`config.mk`:
```
export PLATFORM = sky130hd
export DESIGN_NAME = bus_sync_arb_flat
export DESIGN_NICKNAME = d
export VERILOG_FILES = /design/src/rtl/bus_sync_arb_if.sv /design/src/rtl/bus_sync_arb.sv /design/src/flat_wrapper.sv
export SDC_FILE = /design/constraint.sdc
export NUM_CORES = 1
export LEC_CHECK = 0
export BUFFER_PORTS_ARGS = -buffer_cell sky130_fd_sc_hd__buf_2
export CAP_MARGIN = 20
export CORE_MARGIN = 8
export CORE_UTILIZATION = 43
export DETAILED_ROUTE_END_ITERATION = 16
export PLACE_DENSITY = 0.86
export SYNTH_ARGS = -nofsm -noshare
export SYNTH_HDL_FRONTEND = slang
export SYNTH_SLANG_ARGS = --single-unit
export TNS_END_PERCENT = 20
```
`constraint.sdc`:
```
create_clock -name i_clk -period 1.7 [get_ports i_clk]
set_input_delay 0.17 -clock i_clk [delete_from_list [all_inputs] [get_ports i_clk]]
set_output_delay 0.17 -clock i_clk [all_outputs]
set_load 0.01 [all_outputs]
```
`src/rtl/bus_sync_arb_if.sv`:
```
// Handshake and bus signals between the source-domain scheduler and its
// requesters plus the destination-side bus_sync.
interface bus_sync_arb_if #(
  parameter int BUS_WIDTH = 8,
  parameter int NUM_REQ   = 4
);
  logic [NUM_REQ-1:0]           i_req;
  logic [NUM_REQ*BUS_WIDTH-1:0] i_data;
  logic [NUM_REQ-1:0]           o_gnt;
  logic [NUM_REQ-1:0]           o_done;
  logic [BUS_WIDTH-1:0]         o_bus_data;
  logic                         o_bus_tgl;
  logic                         i_ack_tgl;
  logic                         o_busy;
  logic                         o_err;

  modport master (
    input  i_req, i_data, i_ack_tgl,
    output o_gnt, o_done, o_bus_data, o_bus_tgl, o_busy, o_err
  );

  modport slave (
    output i_req, i_data, i_ack_tgl,
    input  o_gnt, o_done, o_bus_data, o_bus_tgl, o_busy, o_err
  );
endinterface

```
`src/rtl/bus_sync_arb.sv`:
```
// Round-robin scheduler sharing one toggle-strobed multi-bit CDC path among
// NUM_REQ requesters; waits for the echoed toggle and flags a lost ack.
module bus_sync_arb #(
  parameter int BUS_WIDTH = 8,
  parameter int NUM_REQ   = 4,
  parameter int SETUP_CYC = 2,
  parameter int TIMEOUT   = 64
) (
  input  logic          i_clk,
  input  logic          i_rst,
  bus_sync_arb_if.master bus
);

  localparam int PW = $clog2(NUM_REQ);
  localparam int CW = (SETUP_CYC > 1) ? $clog2(SETUP_CYC) : 1;
  localparam int TW = (TIMEOUT > 1) ? $clog2(TIMEOUT) : 1;

  typedef enum logic [1:0] {
    IDLE     = 2'd0,
    SETUP    = 2'd1,
    WAIT_ACK = 2'd2,
    ERR      = 2'd3
  } state_t;

  state_t               state_q, state_n;
  logic [PW-1:0]        ptr_q, ptr_n;
  logic [PW-1:0]        cur_q, cur_n;
  logic [CW-1:0]        cnt_q, cnt_n;
  logic [TW-1:0]        tcnt_q, tcnt_n;
  logic [BUS_WIDTH-1:0] data_q, data_n;
  logic                 tgl_q, tgl_n;
  logic                 err_q, err_n;
  logic                 busy_q, busy_n;
  logic [NUM_REQ-1:0]   gnt_q, gnt_n;
  logic [NUM_REQ-1:0]   done_q, done_n;

  logic                 found;
  logic [PW-1:0]        pick;
  int unsigned          arb_idx;

  // First requesting index at or above the pointer, wrapping modulo NUM_REQ.
  always_comb begin
    found   = 1'b0;
    pick    = '0;
    arb_idx = 0;
    for (int unsigned i = 0; i < NUM_REQ; i++) begin
      arb_idx = 32'(ptr_q) + i;
      if (arb_idx >= NUM_REQ) arb_idx = arb_idx - NUM_REQ;
      if (!found && bus.i_req[arb_idx]) begin
        found = 1'b1;
        pick  = PW'(arb_idx);
      end
    end
  end

  always_comb begin
    state_n = state_q;
    ptr_n   = ptr_q;
    cur_n   = cur_q;
    cnt_n   = cnt_q;
    tcnt_n  = tcnt_q;
    data_n  = data_q;
    tgl_n   = tgl_q;
    err_n   = err_q;
    gnt_n   = '0;
    done_n  = '0;

    unique case (state_q)
      IDLE: begin
        if (found) begin
          gnt_n[pick] = 1'b1;
          data_n      = bus.i_data[32'(pick)*BUS_WIDTH +: BUS_WIDTH];
          cur_n       = pick;
          ptr_n       = (32'(pick) == NUM_REQ - 1) ? '0 : pick + PW'(1);
          cnt_n       = '0;
          state_n     = SETUP;
        end
      end
      SETUP: begin
        if (cnt_q == CW'(SETUP_CYC - 1)) begin
          tgl_n   = ~tgl_q;
          tcnt_n  = '0;
          state_n = WAIT_ACK;
        end else begin
          cnt_n = cnt_q + CW'(1);
        end
      end
      WAIT_ACK: begin
        if (bus.i_ack_tgl == tgl_q) begin
          done_n[cur_q] = 1'b1;
          state_n       = IDLE;
        end else if (TIMEOUT != 0 && tcnt_q == TW'(TIMEOUT - 1)) begin
          err_n   = 1'b1;
          state_n = ERR;
        end else begin
          tcnt_n = tcnt_q + TW'(1);
        end
      end
      ERR: begin
        state_n = ERR;
      end
      default: state_n = IDLE;
    endcase

    busy_n = (state_n != IDLE);
  end

  always_ff @(posedge i_clk) begin
    if (i_rst) begin
      state_q <= IDLE;
      ptr_q   <= '0;
      cur_q   <= '0;
      cnt_q   <= '0;
      tcnt_q  <= '0;
      data_q  <= '0;
      tgl_q   <= 1'b0;
      err_q   <= 1'b0;
      busy_q  <= 1'b0;
      gnt_q   <= '0;
      done_q  <= '0;
    end else begin
      state_q <= state_n;
      ptr_q   <= ptr_n;
      cur_q   <= cur_n;
      cnt_q   <= cnt_n;
      tcnt_q  <= tcnt_n;
      data_q  <= data_n;
      tgl_q   <= tgl_n;
      err_q   <= err_n;
      busy_q  <= busy_n;
      gnt_q   <= gnt_n;
      done_q  <= done_n;
    end
  end

  assign bus.o_gnt      = gnt_q;
  assign bus.o_done     = done_q;
  assign bus.o_bus_data = data_q;
  assign bus.o_bus_tgl  = tgl_q;
  assign bus.o_busy     = busy_q;
  assign bus.o_err      = err_q;

endmodule

```
`src/flat_wrapper.sv`:
```
// flat-port wrapper written by rule: the top's interface ports become plain ports
module bus_sync_arb_flat 
#(
  parameter int BUS_WIDTH = 8,
  parameter int NUM_REQ   = 4,
  parameter int SETUP_CYC = 2,
  parameter int TIMEOUT   = 64
)
  (i_clk, i_rst, bus_i_req, bus_i_data, bus_i_ack_tgl, bus_o_gnt, bus_o_done, bus_o_bus_data, bus_o_bus_tgl, bus_o_busy, bus_o_err);
  bus_sync_arb_if #(.BUS_WIDTH(BUS_WIDTH), .NUM_REQ(NUM_REQ)) bus_i ();
  input  logic i_clk;
  input  logic i_rst;
  input wire logic [$bits(bus_i.i_req)-1:0] bus_i_req;
  input wire logic [$bits(bus_i.i_data)-1:0] bus_i_data;
  input wire logic [$bits(bus_i.i_ack_tgl)-1:0] bus_i_ack_tgl;
  output wire logic [$bits(bus_i.o_gnt)-1:0] bus_o_gnt;
  output wire logic [$bits(bus_i.o_done)-1:0] bus_o_done;
  output wire logic [$bits(bus_i.o_bus_data)-1:0] bus_o_bus_data;
  output wire logic [$bits(bus_i.o_bus_tgl)-1:0] bus_o_bus_tgl;
  output wire logic [$bits(bus_i.o_busy)-1:0] bus_o_busy;
  output wire logic [$bits(bus_i.o_err)-1:0] bus_o_err;
  assign bus_i.i_req = bus_i_req;
  assign bus_i.i_data = bus_i_data;
  assign bus_i.i_ack_tgl = bus_i_ack_tgl;
  assign bus_o_gnt = bus_i.o_gnt;
  assign bus_o_done = bus_i.o_done;
  assign bus_o_bus_data = bus_i.o_bus_data;
  assign bus_o_bus_tgl = bus_i.o_bus_tgl;
  assign bus_o_busy = bus_i.o_busy;
  assign bus_o_err = bus_i.o_err;
  bus_sync_arb #(.BUS_WIDTH(BUS_WIDTH), .NUM_REQ(NUM_REQ), .SETUP_CYC(SETUP_CYC), .TIMEOUT(TIMEOUT)) u_core (.i_clk(i_clk), .i_rst(i_rst), .bus(bus_i));
endmodule
```
==> impl_results.md <==
* Critical path type: register to register
* Register area share after synthesis at 41.7%
* Cells along the critical path: nand2b_1, a21oi_1, a211o_2, inv_1, ha_1, mux2i_1, nor2_1
* Clock slew seen by the registers of the worst setup and hold paths at 100 ps
* Synth Register Bits at 32
* Wirelength, routed at 3540 um
* Maxcap violations at 0
* Nets at 267
* Slew @ Worst Pin at 387 ps
* Gr usage total at 13.5%
* I/O Buffers at 57
* Iteration-0 DRC Markers at 75
* Vias in the first global route at 1309
* Row cnt at 21
* CTS tree: yes
* Clock Skew at 9.22 ps
* Final hold viol count at 0
* Initial Util at 45.3%
* VDD IR-drop max at 502 uV
* Critical path fanouts, max at 5
* Hold slack final at 73.9 ps
* Crit path largest cell delay at 370 ps
* Die area at 5740 um2
* Die width at 75.8 um
* Diode count at 0
* Die Y at 75.8 um
* Fmax at 635 MHz
* Largest net degree at the start of global routing at 20
* Clk_lat worst skew at 330 ps
* Arrival time worst endpoint at 1790 ps
* Clk root buf: clkbuf_4
* Syn Nets at 202
* Final instance area at 1980 um2
* Post-synthesis cell type count at 35
* Placed inst area at 1910 um2
* Worst Hold Class: input port to register
* Synth warnings at 0
* First-pass GRT wire length at 5800 um
* Mapped Area at 1540 um2
* PwrDens at 938 nW/um2
* Layout cells sized above 1 at 37.5%
* Synth Area per Inst at 9.72 um2
* Crit. End Element: register
* Crit share post-route at 92.7%
* Setup TNS Final at 0 ps
* GRT Residual Overflow at 0
* Routed len/inst at 13.1 um
* Core area at 3390 um2
* Required @ worst endpoint at 1920 ps
* Finish-stage setup viols at 0
* Via count at 1353
* Slew headroom at 74.0%
* GPL Wtd Cong at 0.794
* Final slew viol count at 0
* I/O pin count at 58
* Setup Fix Bufs, Post-CTS at 0
* DR DRC count at 0
* Pwr Total at 1.86 mW
* Synth Instances at 158
* DR pass1 iterations at 4
* Antenna Nets Post-Route at 0
* Initial antenna violation count at 0
* Num CTS Buffers at 5
* Leakage dissipation at 0.977 nW
* FILL cells at 318
* HPWL Detailed at 2780 um
* Crit path time final at 1580 ps
* RSZ-0062 raised after global routing: false
* Htree depth at 2
* Clock tree buffer depth at 2
* Slowest CP cell: dfxtp_1
* Via-per-instance ratio at 5.01
* CTS sink count at 32
* Synthesis-to-layout area growth at 29.0%
* CP startpoint kind: register
* Status: finished clean
## critical path, delay by kind of cell, from the launching register on
kind            cells  cell delay (ps)
compound gates      2              420
simple gates        2              170
buf+inv             1              110
flops               1              370
mux                 1              160
fa+ha+maj           1              240
## cells in the mapped netlist
cell	n	area [um2]
a211o_1	1	8.76
a21oi_1	11	55.1
a311oi_2	1	15.0
a31o_1	1	8.76
and2_1	5	31.3
and3_1	2	12.5
and3b_1	1	8.76
and4_1	1	8.76
buf_2	2	10.0
buf_4	1	7.51
buf_6	2	22.5
clkbuf_1	3	11.3
dfxtp_1	32	641
ha_1	5	62.6
inv_1	4	15.0
inv_2	1	3.75
mux2i_1	18	180
nand2_1	5	18.8
nand2b_1	4	25.0
nand3b_1	8	60.1
nor2_1	15	56.3
nor2b_1	3	18.8
nor3_1	1	5.00
nor3b_1	1	7.51
o2111ai_1	3	26.3
o211ai_1	1	7.51
o21ai_0	2	10.0
o221ai_1	8	70.1
o22ai_1	2	12.5
o32ai_2	1	16.3
or2_1	1	6.26
or2_2	3	18.8
or3_1	2	12.5
xnor2_1	2	17.5
xor2_1	5	43.8
## final timing paths
path	startpoint	end	slack (ps)	depth (start not counted)
worst max register to register	u_core.ptr_q[0]$_SDFFE_PP0P_	u_core.ptr_q[1]$_SDFFE_PP0P_	120	7
worst min register to register	u_core.cur_q[1]$_SDFFE_PP0P_	u_core.bus.o_done[1]$_SDFF_PP0_	470	1
worst min-delay path	i_rst	u_core.bus.o_bus_tgl$_SDFFE_PP0P_	70	2
worst max-delay path	u_core.ptr_q[0]$_SDFFE_PP0P_	u_core.ptr_q[1]$_SDFFE_PP0P_	120	7
## what timing repair did
action	4_1_cts	5_1_grt
setup endpoints to repair	4	9
hold buffers	0	0
pin swaps	0	1
gates resized for setup	1	3
## power breakdown
part,internal [mW],switching (mW)
Clock,0.197,0.250
Combinational,0.270,0.263
Sequential,0.828,0.0507
Total,1.29,0.564
## layout by cell type, fill, tap and decap left out, types with 4 or more instances in the layout
master	instances
a21oi_1	11
and2_1	5
buf_2	57
buf_4	8
clkbuf_4	5
dfxtp_1	31
ha_1	5
inv_1	4
mux2i_1	18
nand2_1	5
nand2b_1	4
nand3b_1	8
nor2_1	15
o221ai_1	8
xor2_1	5
## routing by layer
layer	GRT usage, %	part of all wire [%]	vias up
met2	23.5	50	28
met3	5.39	6.8	7
met1	14.0	41	620
li1	-	-	698
met4	5.97	2.1	0
met5	0	0	-
## final cells by class
class                      instances  area (um2)  area share (%)
sequential                        32         642            32.4
tap                               46        57.6            2.91
multi-input combinational        113         836            42.2
timing repair buffer              66         365            18.4
clock inverter                     2        10.0           0.505
clock buffer                       6        51.3            2.59
inverter                           5        18.8           0.948
## metrics by stage
| stage | setup slack, ps | instances | util (%) |
|---|---|---|---|
| 3_3_place_gp | 96.4 | 262 | 56.3 |
| 6_report | 125 | 270 | 58.4 |
| 2_1_floorplan | 18.9 | 158 | - |
| 5_1_grt | 1.70 | 270 | 58.4 |
| 3_5_place_dp | 13.8 | 262 | 56.3 |
| 4_1_cts | 9.99 | 270 | 58.2 |
## state kept, by name, summed over array words and instances (netlist names)
name and cells:
u_core.bus.o_err 1, u_core.bus.o_bus_tgl 1, u_core.state_q 2, u_core.bus.o_done 4, u_core.cur_q 2, u_core.bus.o_gnt 4
u_core.bus.o_bus_data 8, u_core.cnt_q 1, u_core.ptr_q 2, u_core.bus.o_busy 1, u_core.tcnt_q 6
## kinds of logic after synthesis
| kind of cell | Yosys count | share of synthesized area (%) |
|---|---|---|
| and+or+nand+nor | 52 | 18.9 |
| DFF | 32 | 41.7 |
| AOI/OAI and AO/OA | 31 | 15.0 |
| muxes | 18 | 11.7 |
| buffers and inverters | 13 | 4.56 |
| xor gates and xnor gates | 7 | 3.99 |
| adders and majority gates | 5 | 4.07 |
No activity file was read; power rests on OpenSTA's default activity.
